===== config.mk =====
export PLATFORM = sky130hd
export DESIGN_NAME = pipe_issue_ctrl
export DESIGN_NICKNAME = d
export VERILOG_FILES = /design/src/rtl/pipe_issue_ctrl.sv
export SDC_FILE = /design/constraint.sdc
export NUM_CORES = 1
export LEC_CHECK = 0
export CORE_UTILIZATION = 45
export CTS_CLUSTER_DIAMETER = 200
export DETAILED_ROUTE_END_ITERATION = 10
export HOLD_SLACK_MARGIN = 0.15
export PLACE_DENSITY = 0.85
export SYNTH_ARGS = -nofsm -noshare
export SYNTH_HDL_FRONTEND = slang
export SYNTH_SLANG_ARGS = --single-unit

===== constraint.sdc =====
create_clock -name clk1 -period 4.5 [get_ports clk1]
set_input_delay 0.9 -clock clk1 [delete_from_list [all_inputs] [get_ports clk1]]
set_output_delay 0.9 -clock clk1 [all_outputs]
set_load 0.01 [all_outputs]

===== src/rtl/pipe_issue_ctrl.sv =====
// pipe_issue_ctrl
//   Issue controller in front of the 4-stage register/ALU/memory pipeline.
//   Two requesters are arbitrated round-robin. A requester is held while one
//   of its source registers is still being written by an in-flight
//   instruction. Issued fields are registered. Unsupported function codes
//   (14/15) are accepted, dropped, and flagged.
//
// Ports
//   clk1        single clock, all state on posedge
//   rst         asynchronous active-high reset
//   req_valid   [1:0] per-requester instruction valid
//   req_instr0  [23:0] {rs1,rs2,rd,func,addr} from requester 0
//   req_instr1  [23:0] same packing, requester 1
//   req_ready   [1:0] combinational one-hot accept strobe
//   iss_valid   registered issue strobe
//   iss_rs1/iss_rs2/iss_rd/iss_func/iss_addr  issued fields (hold when idle)
//   iss_src     requester index of the issued instruction
//   err_func    one-cycle pulse for an accepted func 14/15 instruction
//   issue_cnt   [CNT_W-1:0] issued instructions, wraps
//   stall_cnt   [CNT_W-1:0] hazard-stall cycles, saturates
module pipe_issue_ctrl #(
    parameter int PIPE_DEPTH = 3,
    parameter int CNT_W      = 16
) (
    input  logic             clk1,
    input  logic             rst,
    input  logic [1:0]       req_valid,
    input  logic [23:0]      req_instr0,
    input  logic [23:0]      req_instr1,
    output logic [1:0]       req_ready,
    output logic             iss_valid,
    output logic [3:0]       iss_rs1,
    output logic [3:0]       iss_rs2,
    output logic [3:0]       iss_rd,
    output logic [3:0]       iss_func,
    output logic [7:0]       iss_addr,
    output logic             iss_src,
    output logic             err_func,
    output logic [CNT_W-1:0] issue_cnt,
    output logic [CNT_W-1:0] stall_cnt
);

    // A write becomes visible in regbank during its final pipeline cycle, so
    // only the PIPE_DEPTH-1 younger in-flight writes can block a reader.
    // PIPE_DEPTH must be at least 2.
    localparam int SB_N = PIPE_DEPTH - 1;

    logic [SB_N-1:0] sb_vld;
    logic [3:0]      sb_rd [SB_N];
    logic            ptr;

    logic [1:0]  haz_p0;
    logic [1:0]  elig_p0;
    logic        gnt_any_p0;
    logic        gnt_idx_p0;
    logic [23:0] sel_p0;
    logic        bad_p0;
    logic        issue_p0;

    function automatic logic [CNT_W-1:0] sat_inc(input logic [CNT_W-1:0] c);
        return (&c) ? c : c + 1'b1;
    endfunction

    function automatic logic src_busy(input logic [3:0] rs1, input logic [3:0] rs2);
        logic busy;
        busy = 1'b0;
        for (int k = 0; k < SB_N; k++) begin
            if (sb_vld[k] && (rs1 == sb_rd[k] || rs2 == sb_rd[k])) busy = 1'b1;
        end
        return busy;
    endfunction

    // ---- stage p0: hazard check, arbitration, accept strobe ----
    always_comb begin
        // Bad-func instructions never issue, so they never wait on a hazard.
        haz_p0[0] = src_busy(req_instr0[23:20], req_instr0[19:16]) & (req_instr0[11:8] < 4'd14);
        haz_p0[1] = src_busy(req_instr1[23:20], req_instr1[19:16]) & (req_instr1[11:8] < 4'd14);
        elig_p0   = req_valid & ~haz_p0;

        gnt_any_p0 = 1'b0;
        gnt_idx_p0 = 1'b0;
        if (elig_p0[ptr]) begin
            gnt_any_p0 = 1'b1;
            gnt_idx_p0 = ptr;
        end else if (elig_p0[~ptr]) begin
            gnt_any_p0 = 1'b1;
            gnt_idx_p0 = ~ptr;
        end

        req_ready = 2'b00;
        if (gnt_any_p0) req_ready[gnt_idx_p0] = 1'b1;

        sel_p0   = gnt_idx_p0 ? req_instr1 : req_instr0;
        bad_p0   = (sel_p0[11:8] >= 4'd14);
        issue_p0 = gnt_any_p0 & ~bad_p0;
    end

    // ---- stage p1: registered issue, counters, scoreboard valid bits ----
    always_ff @(posedge clk1 or posedge rst) begin
        if (rst) begin
            ptr       <= 1'b0;
            sb_vld    <= '0;
            iss_valid <= 1'b0;
            iss_rs1   <= '0;
            iss_rs2   <= '0;
            iss_rd    <= '0;
            iss_func  <= '0;
            iss_addr  <= '0;
            iss_src   <= 1'b0;
            err_func  <= 1'b0;
            issue_cnt <= '0;
            stall_cnt <= '0;
        end else begin
            iss_valid <= issue_p0;
            err_func  <= gnt_any_p0 & bad_p0;
            if (gnt_any_p0) ptr <= ~gnt_idx_p0;
            if (issue_p0) begin
                iss_rs1   <= sel_p0[23:20];
                iss_rs2   <= sel_p0[19:16];
                iss_rd    <= sel_p0[15:12];
                iss_func  <= sel_p0[11:8];
                iss_addr  <= sel_p0[7:0];
                iss_src   <= gnt_idx_p0;
                issue_cnt <= issue_cnt + 1'b1;
            end
            if ((req_valid != 2'b00) && !gnt_any_p0) stall_cnt <= sat_inc(stall_cnt);
            for (int k = SB_N - 1; k > 0; k--) sb_vld[k] <= sb_vld[k-1];
            sb_vld[0] <= issue_p0;
        end
    end

    // Destination tags are qualified by sb_vld, so they need no reset.
    always_ff @(posedge clk1) begin
        for (int k = SB_N - 1; k > 0; k--) sb_rd[k] <= sb_rd[k-1];
        sb_rd[0] <= sel_p0[15:12];
    end

endmodule


After elaboration in Yosys (flattened, before gate mapping) --
Memories as Yosys holds them, arrays and structs flattened. Index checks and enable logic that the tools add are counted.
Word-level totals: register bits 62, bits in latches 0, memory bits (writable) 8, bits in read-only memories 0, input port bits 52, output and inout bits 61, word-level logic and storage cells 70, memories 1
Memory list:
- sb_rd | words 2, width 4, read ports 2, clocked after Yosys merged registers in 0, write ports 2, line 49 | logic [3:0] sb_rd [SB_N];
Cells by class: add/sub/neg operators 2, $mul 0, div/mod/pow operators 0, $lt $le $gt $ge 7, equal/unequal tests 8, shift operators 0, mux-type cells 16, bitwise logic cells 10, reduce and logical (&&, ||, !) cells 14
Operator list (number):
- $add A16 B1 Y16 const B | 2
- $eq A4 B4 Y1 | 8
- $mux W24 | 1
- $reduce_and A16 Y1 | 1
- $mux W1 | 13
- $lt A4 B4 Y1 const B | 2
- $logic_and A1 B1 Y1 | 6
- $lt A1 B2 Y1 const B | 3
- $and A1 B1 Y1 | 4
- $ge A4 B4 Y1 const B | 1
- $logic_or A1 B1 Y1 | 4
- $not A1 Y1 | 4
- $and A2 B2 Y2 | 1
- $mux W2 | 1
- $not A2 Y2 | 1
- $reduce_and A2 Y1 | 1
- $reduce_bool A2 Y1 | 1
- $demux W1 S1 | 1
- $ge A1 B1 Y1 const B | 1
- $logic_not A1 Y1 | 1

Logic depth before layout (Yosys ltp) --
Gate-level depths: netlist of run 1.
depth in word-level cells 17, mapped depth 10, mapped depth without buffers 7

Worst setup path after synthesis of run 1 --
No wires, ideal clock.
kind input port to output port, start input port req_instr1[19], end output port req_ready[0], arrival time 2.408 ns, required time 3.600 ns, setup slack 1.192 ns, stages on the path 8, buffers on the path 2, path through xor2_1 -> o41ai_2 -> a311oi_4 -> nand2b_2 -> buf_6 -> buf_2 -> inv_1 -> nor2_1
On the way: cells in the longest elaborated chain, start to end 17, elaborated cells on any way between the ends 25, classes of those cells 2 x order compare; 2 x eq/ne; 13 x mux; 3 x bitwise; 5 x reduce/logical
Ends and longest elaborated chain:
- start: declaration | line 29 | input logic [23:0] req_instr1,
- $eq A4 B4 Y1 | line 68 | if (sb_vld[k] && (rs1 == sb_rd[k] || rs2 == sb_rd[k])) busy = 1'b1;
- $logic_or A1 B1 Y1 | line 68
- $logic_and A1 B1 Y1 | line 68
- $mux W1 | line 68
- $mux W1 * | line 68
- $and A1 B1 Y1 * | line 77 | haz_p0[1] = src_busy(req_instr1[23:20], req_instr1[19:16]) & (req_instr1[11:8] < 4'd14);
- $not A2 Y2 * | line 78 | elig_p0 = req_valid & ~haz_p0;
- $and A2 B2 Y2 * | line 78
- $mux W1 (implied by the code) (2 in a row) | line 85 | end else if (elig_p0[~ptr]) begin
- $mux W1 | line 85
- $mux W1 | line 82 | if (elig_p0[ptr]) begin
- $lt A1 B2 Y1 (implied by the code) or $ge A1 B1 Y1 (tied branches) | line 91 | if (gnt_any_p0) req_ready[gnt_idx_p0] = 1'b1;
- $logic_and A1 B1 Y1 (implied by the code) | line 91
- $mux W1 (implied by the code) | line 91
- $demux W1 S1 | line 91
- $mux W2 * | line 91
- end: declaration | line 30 | output logic [1:0] req_ready,
Every way passes the cells marked *; elsewhere a longest branch is shown, timed or not. The select of a mux whose other input is x is not followed.

Worst setup path after layout of run 1 --
Same ends and word-level chain as after synthesis.

==> run summary, run 1 <==
Final ANT Viol Nets -> 0
hold-critical path depth -> 0
Slew Viols, Final -> 0
grt ovf -> 0
Worst-path clk slew -> 80 ps
die height -> 93.26 µm
number of antenna diodes -> 0
GRT Resource Usage Total -> 21.42%
register area share after synthesis -> 45.01%
syn avg cell area -> 12.33 µm²
Data required, critical path -> 3600 ps
Wirelength per Cell -> 16.07 µm
vias in the first global route -> 2957
R2R Setup Slk -> 1630 ps
Final Core Density -> 65.05%
post-DP HPWL -> 6193 µm
Synth-to-Final Area Change -> 36.93%
synth warn -> 0
chip width -> 93.26 µm
Cell Rows -> 32
Worst R2R End -> iss_rs1[2]
Syn Nets -> 358
Mapped Cells -> 304
largest net degree at the start of global routing -> 41
PortBufs -> 112
initial antenna violation count -> 0
most common flop cell mapped by yosys -> dfrtp_1
Crit Path Category -> in -> out
initial drt markers -> 67
CTS Buffer Depth -> 2
post-cts hold buffer count -> 0
Post-synth EDFFs -> 0
final setup fails -> 0
final hold vios -> 0
first-pass GRT wire length -> 14300 µm
worst ir drop on vdd -> 0.0003019 V
Die Footprint -> 0.008697 mm²
FF-to-FF Start -> sb_rd[0][3]
Slew @ Worst Pin -> 930.7 ps
CTS buffer count -> 9
CP Capture Type -> output port
post-layout min period -> 4114 ps
initial core utilization -> 47.51%
CP Max Fanout -> 6
Synth cell types -> 43
power per cell area -> 505.8 mW/mm²
clock latency on the worst-skew pair -> 350 ps
top achievable clock speed -> 0.2430 GHz
CTS root buffer -> clkbuf_8
mapped cell area -> 0.003747 mm²
H-tree depth -> 3
Post-CTS Setup Repair Bufs -> 0
fill count -> 592
fin nets -> 474
gpl congestion -> 0.8261
Vias -> 2822
DRT Wirelength -> 8470 µm
R2R depth -> 7
static leakage -> 1.994 nW
cts repair resizes -> 0
RSZ-0062 raised after global routing -> no
area of the core -> 0.007888 mm²
critical path data arrival time -> 3210 ps
drt pass-1 iters -> 4
fin crit share -> 91.43%
share of cells above drive strength 1 -> 20.24%
clock sink count -> 69
most common cell after layout, fill and taps aside -> clkdlybuf4s50_1
setup TNS -> 0 ps
CTS tree -> yes
Synth async-reset ratio -> 88.41%
Slew headroom -> 37.81%
most frequent cells in the layout -> 112 x clkdlybuf4s50_1, 61 x dfrtp_1, 46 x xnor2_1
critical path startpoint category -> primary input
MaxCap Viol Count -> 0
io pins -> 113
HP Class -> reg -> reg
Critical Path Source -> req_instr1[19]
crit path to -> req_ready[0]
skew final -> 15.75 ps
vias per inst -> 5.355
DRC Markers -> 0
status -> finished clean
#FFs+latches synth -> 69
-- cells by family after synthesis --
group                    Yosys count  share of synthesized area (%)
adder cells (fa/ha/maj)            2                         0.6677
XOR/XNOR                          62                          14.49
flip-flops                        69                          45.01
buffers and inverters             23                          4.107
AO/OA/AOI/OAI                     31                          10.32
AND/OR/NAND/NOR                   68                          10.38
multiplexers                      49                          15.03
-- where the power goes --
group | switching, mW | total [mW] | internal [mW]
sequential | 0.181 | 0.990 | 0.809
combinational | 0.466 | 1.09 | 0.623
clock | 0.232 | 0.517 | 0.285
-- cell type report --
class	instances	area [µm²]	area share, %
clock inverters	4	47.55	0.9266
clock buffers	12	155.1	3.024
inverters	9	33.78	0.6584
multi-input cells	212	1907	37.16
flip-flops and latches	69	1687	32.87
well taps	102	127.6	2.487
repair buffers	119	1174	22.87
-- Yosys cell counts (2+ instances only) --
library cell,number,area (µm²)
and3_1,8,50.05
mux2_4,3,45.04
xnor2_1,46,402.9
and2_1,3,18.77
dfrtp_1,61,1526
a21oi_1,3,15.01
nand2_1,13,48.80
nand3_1,12,60.06
and4_1,2,17.52
ha_1,2,25.02
a211oi_1,6,45.04
a2111oi_2,4,60.06
buf_1,2,7.510
o21ai_0,2,10.01
inv_1,9,33.78
nand4_1,17,106.4
mux2_2,44,495.5
xor2_1,16,140.1
nor2_1,6,22.52
clkbuf_2,4,20.02
mux2_1,2,22.52
buf_6,6,67.56
a2111oi_4,4,110.1
dfxtp_1,8,160.2
o211ai_1,2,15.01
o22a_1,2,17.52
-- flip-flops by register name, indices dropped and copies added, names as in the netlist --
register   flops
issue_cnt     16
stall_cnt     16
iss_addr       8
sb_rd          8
iss_func       4
iss_rd         4
iss_rs1        4
iss_rs2        4
sb_vld         2
err_func       1
iss_src        1
ptr            1
-- through the flow --
step	worst slack [ps]	std cells	area [µm²]	total power, mW	hold slack (ps)
CTS	382.6	527	5131	2.616	459.1
global placement	411.9	511	4928	2.060	439.3
global route	258.9	527	5131	2.749	469.5
finish	385.6	527	5131	2.595	457.0
detailed placement	395.4	511	4928	2.089	444.1
floorplan	1192	304	3747	1.593	419.4
-- worst min-delay path by stage --
stage                            from     endpoint  slack (ps)
after floorplan           sb_rd[0][0]  sb_rd[0][4]         420
after global placement    sb_rd[0][0]  sb_rd[0][4]         440
after detailed placement  sb_rd[0][0]  sb_rd[0][4]         440
after CTS                 sb_rd[0][0]  sb_rd[0][4]         460
after global routing      sb_rd[0][3]  sb_rd[0][7]         470
final                     sb_rd[0][3]  sb_rd[0][7]         460
-- routing by layer --
layer / vias to the layer above / global-route usage, % / part of all wire (%)
met4: 0 / 8.205 / 1.3
met3: 8 / 4.878 / 5.4
met2: 80 / 35.54 / 48
li1: 1331 / - / -
met5: - / 0 / 0
met1: 1403 / 27.16 / 45
-- worst max-delay path: stages --
cell and delay (ps):
clkdlybuf4s50_1 480, xor2_1 180, o41ai_2 530, a311oi_4 220
nand2b_2 170, inv_1 90, nor2_1 100, clkdlybuf4s50_1 540
No activity file was read; power rests on OpenSTA's default activity.
==> run 2: changes to the inputs <==
- CTS_CLUSTER_DIAMETER: 200 -> 120
==> results of run 2 <==
Same layout as run 1: the final DEF is identical, and so are final timing and power.
==> run 3: changes to the inputs <==
- RECOVER_POWER: default -> 100
==> run 3 against run 2 <==
  * The run now ends with max-capacitance violations, max-slew violations left
  * Hold slack better by 2.0 ps
  * Clock power about the same
  * Via count down 0.25%
  * Wire length down 0.59%
  * Clock-buffer cell count unchanged
  * Sequential share of layout area up 0.88 points
  * Combinational power down 9.8%
  * Sequential power down 1%
  * Critical endpoint unchanged
==> run summary, run 3 (synthesis results as in run 1) <==
status -> finished, violations left
failing checks -> max-capacitance violations, max-slew violations
critical path, cell by cell -> dlygate4sd3_1 -> xor2_1 -> o41ai_2 -> a311oi_4 -> nand2b_2 -> inv_1 -> nor2_1 -> clkdlybuf4s50_1
placed inst area -> 0.004928 mm² (unchanged)
Slew headroom -> -4.888% (-43 points)
static leakage -> 2.020 nW (+1.3%)
HP Class -> reg -> reg
CTS tree -> yes
top achievable clock speed -> 0.2380 GHz (-2.1%)
fin nets -> 474 (unchanged)
top flop regs -> issue_cnt: 16 flops, stall_cnt: 16 flops
cell area after layout -> 0.004997 mm² (-2.6%)
Wirelength per Cell -> 15.98 µm (-0.59%)
Final ANT Viol Nets -> 0 (unchanged)
io pins -> 113 (unchanged)
post-DP HPWL -> 6193 µm (unchanged)
CP peak stage delay -> 600 ps (+60 ps)
final hold vios -> 0 (unchanged)
area of the core -> 0.007888 mm² (unchanged)
fin crit share -> 93.37% (+1.9 points)
total power -> 2.481 mW (-4.4%)
Post-CTS Setup Repair Bufs -> 0 (unchanged)
MaxCap Viol Count -> 1 (+1)
largest net degree at the start of global routing -> 41 (unchanged)
Placed Cells -> 511 (unchanged)
clock sink count -> 69 (unchanged)
Data required, critical path -> 3600 ps (about the same)
Slew @ Worst Pin -> 1573 ps (+642.6 ps)
chip width -> 93.26 µm (unchanged)
Synth-to-Final Area Change -> 33.36%
critical path data arrival time -> 3300 ps (+90 ps)
drt pass-1 iters -> 5 (+1)
final setup fails -> 0 (unchanged)
DRT Wirelength -> 8420 µm (-0.59%)
CTS root buffer -> clkbuf_8
post-layout min period -> 4202 ps (+87.23 ps)
vias in the first global route -> 2957 (unchanged)
CP Max Fanout -> 6 (unchanged)
Die Footprint -> 0.008697 mm² (unchanged)
most frequent cells in the layout -> 62 x dlygate4sd3_1, 61 x dfrtp_1, 50 x clkdlybuf4s50_1
worst ir drop on vdd -> 0.0002853 V (-5.5%)
die height -> 93.26 µm (unchanged)
fin cells -> 527 (unchanged)
CTS Buffer Depth -> 2 (unchanged)
Final Core Density -> 63.36% (-1.7 points)
cts repair resizes -> 0 (unchanged)
CTS buffer count -> 9 (unchanged)
Cell Rows -> 32 (unchanged)
setup TNS -> 0 ps (unchanged)
initial core utilization -> 47.51% (unchanged)
gpl congestion -> 0.8261 (unchanged)
number of antenna diodes -> 0 (unchanged)
skew final -> 15.13 ps (-0.6180 ps)
hold-critical path depth -> 0 (unchanged)
most common cell after layout, fill and taps aside -> dlygate4sd3_1
Worst-path clk slew -> 80 ps (about the same)
RSZ-0062 raised after global routing -> no
R2R depth -> 6 (-1)
CP Capture Type -> output port
initial drt markers -> 76 (+13%)
critical path startpoint category -> primary input
Slew Viols, Final -> 28 (+28)
GRT Resource Usage Total -> 21.42% (unchanged)
Crit Path Category -> in -> out
clock latency on the worst-skew pair -> 350 ps (about the same)
power per cell area -> 496.5 mW/mm² (-1.8%)
post-cts hold buffer count -> 0 (unchanged)
vias per inst -> 5.342 (-0.25%)
grt ovf -> 0 (unchanged)
initial antenna violation count -> 0 (unchanged)
R2R Setup Slk -> 1280 ps (-350 ps)
Vias -> 2815 (-0.25%)
CP max stage cell -> dlygate4sd3_1
PortBufs -> 112 (unchanged)
share of cells above drive strength 1 -> 16.47% (-3.8 points)
DRC Markers -> 0 (unchanged)
H-tree depth -> 3 (unchanged)
first-pass GRT wire length -> 14300 µm (unchanged)
-- run 3: changes by cell type in the layout (fill, tap and decap cells not counted), sizes merged --
cell           change
dlygate4sd3       +62
clkbuf             +3
buf                -3
clkdlybuf4s50     -62
-- run 3: worst max-delay path, delay by kind of cell --
kind	cells	cell delay [ps]
compound gates	2	750
simple gates	2	250
xor+xnor	1	170
buf+inv	3	1220
-- run 3: routing by layer --
layer / track usage, % / wire [µm]
met5: 0 / 0
met4: 8.205 / 119
met3: 4.878 / 490
met2: 35.54 / 4092
met1: 27.16 / 3718
-- run 3: power breakdown --
part,switching [mW],internal [mW]
sequential,0.172,0.808
combinational,0.435,0.548
clock,0.233,0.285
-- run 3: per-stage QoR --
step | setup slack [ps] | hold WS [ps]
3_3_place_gp | 411.9 | 439.3
3_5_place_dp | 395.4 | 444.1
4_1_cts | 382.6 | 459.1
2_1_floorplan | 1192 | 419.4
6_report | 298.3 | 459.1
5_1_grt | 187.0 | 469.5
-- run 3: final cells by class --
| class | instances | area, µm² |
|---|---|---|
| clock buffer | 12 | 155.1 |
| fill | 617 | 2890 |
| multi-input combinational | 212 | 1783 |
| sequential | 69 | 1687 |
| tap | 102 | 127.6 |
| timing repair buffer | 119 | 1164 |
| clock inverter | 4 | 47.55 |
| inverter | 9 | 33.78 |
-- run 3: final timing paths --
| path | startpoint | endpoint |
|---|---|---|
| worst min register to register | sb_rd[0][3] | sb_rd[0][7] |
| worst max register to register | sb_rd[0][0] | iss_rs1[2] |
| worst min-delay path | sb_rd[0][3] | sb_rd[0][7] |
| worst max-delay path | req_instr1[19] | req_ready[0] |
| max in group asynchronous | rst | err_func |
| min in group asynchronous | rst | iss_rd[0] |
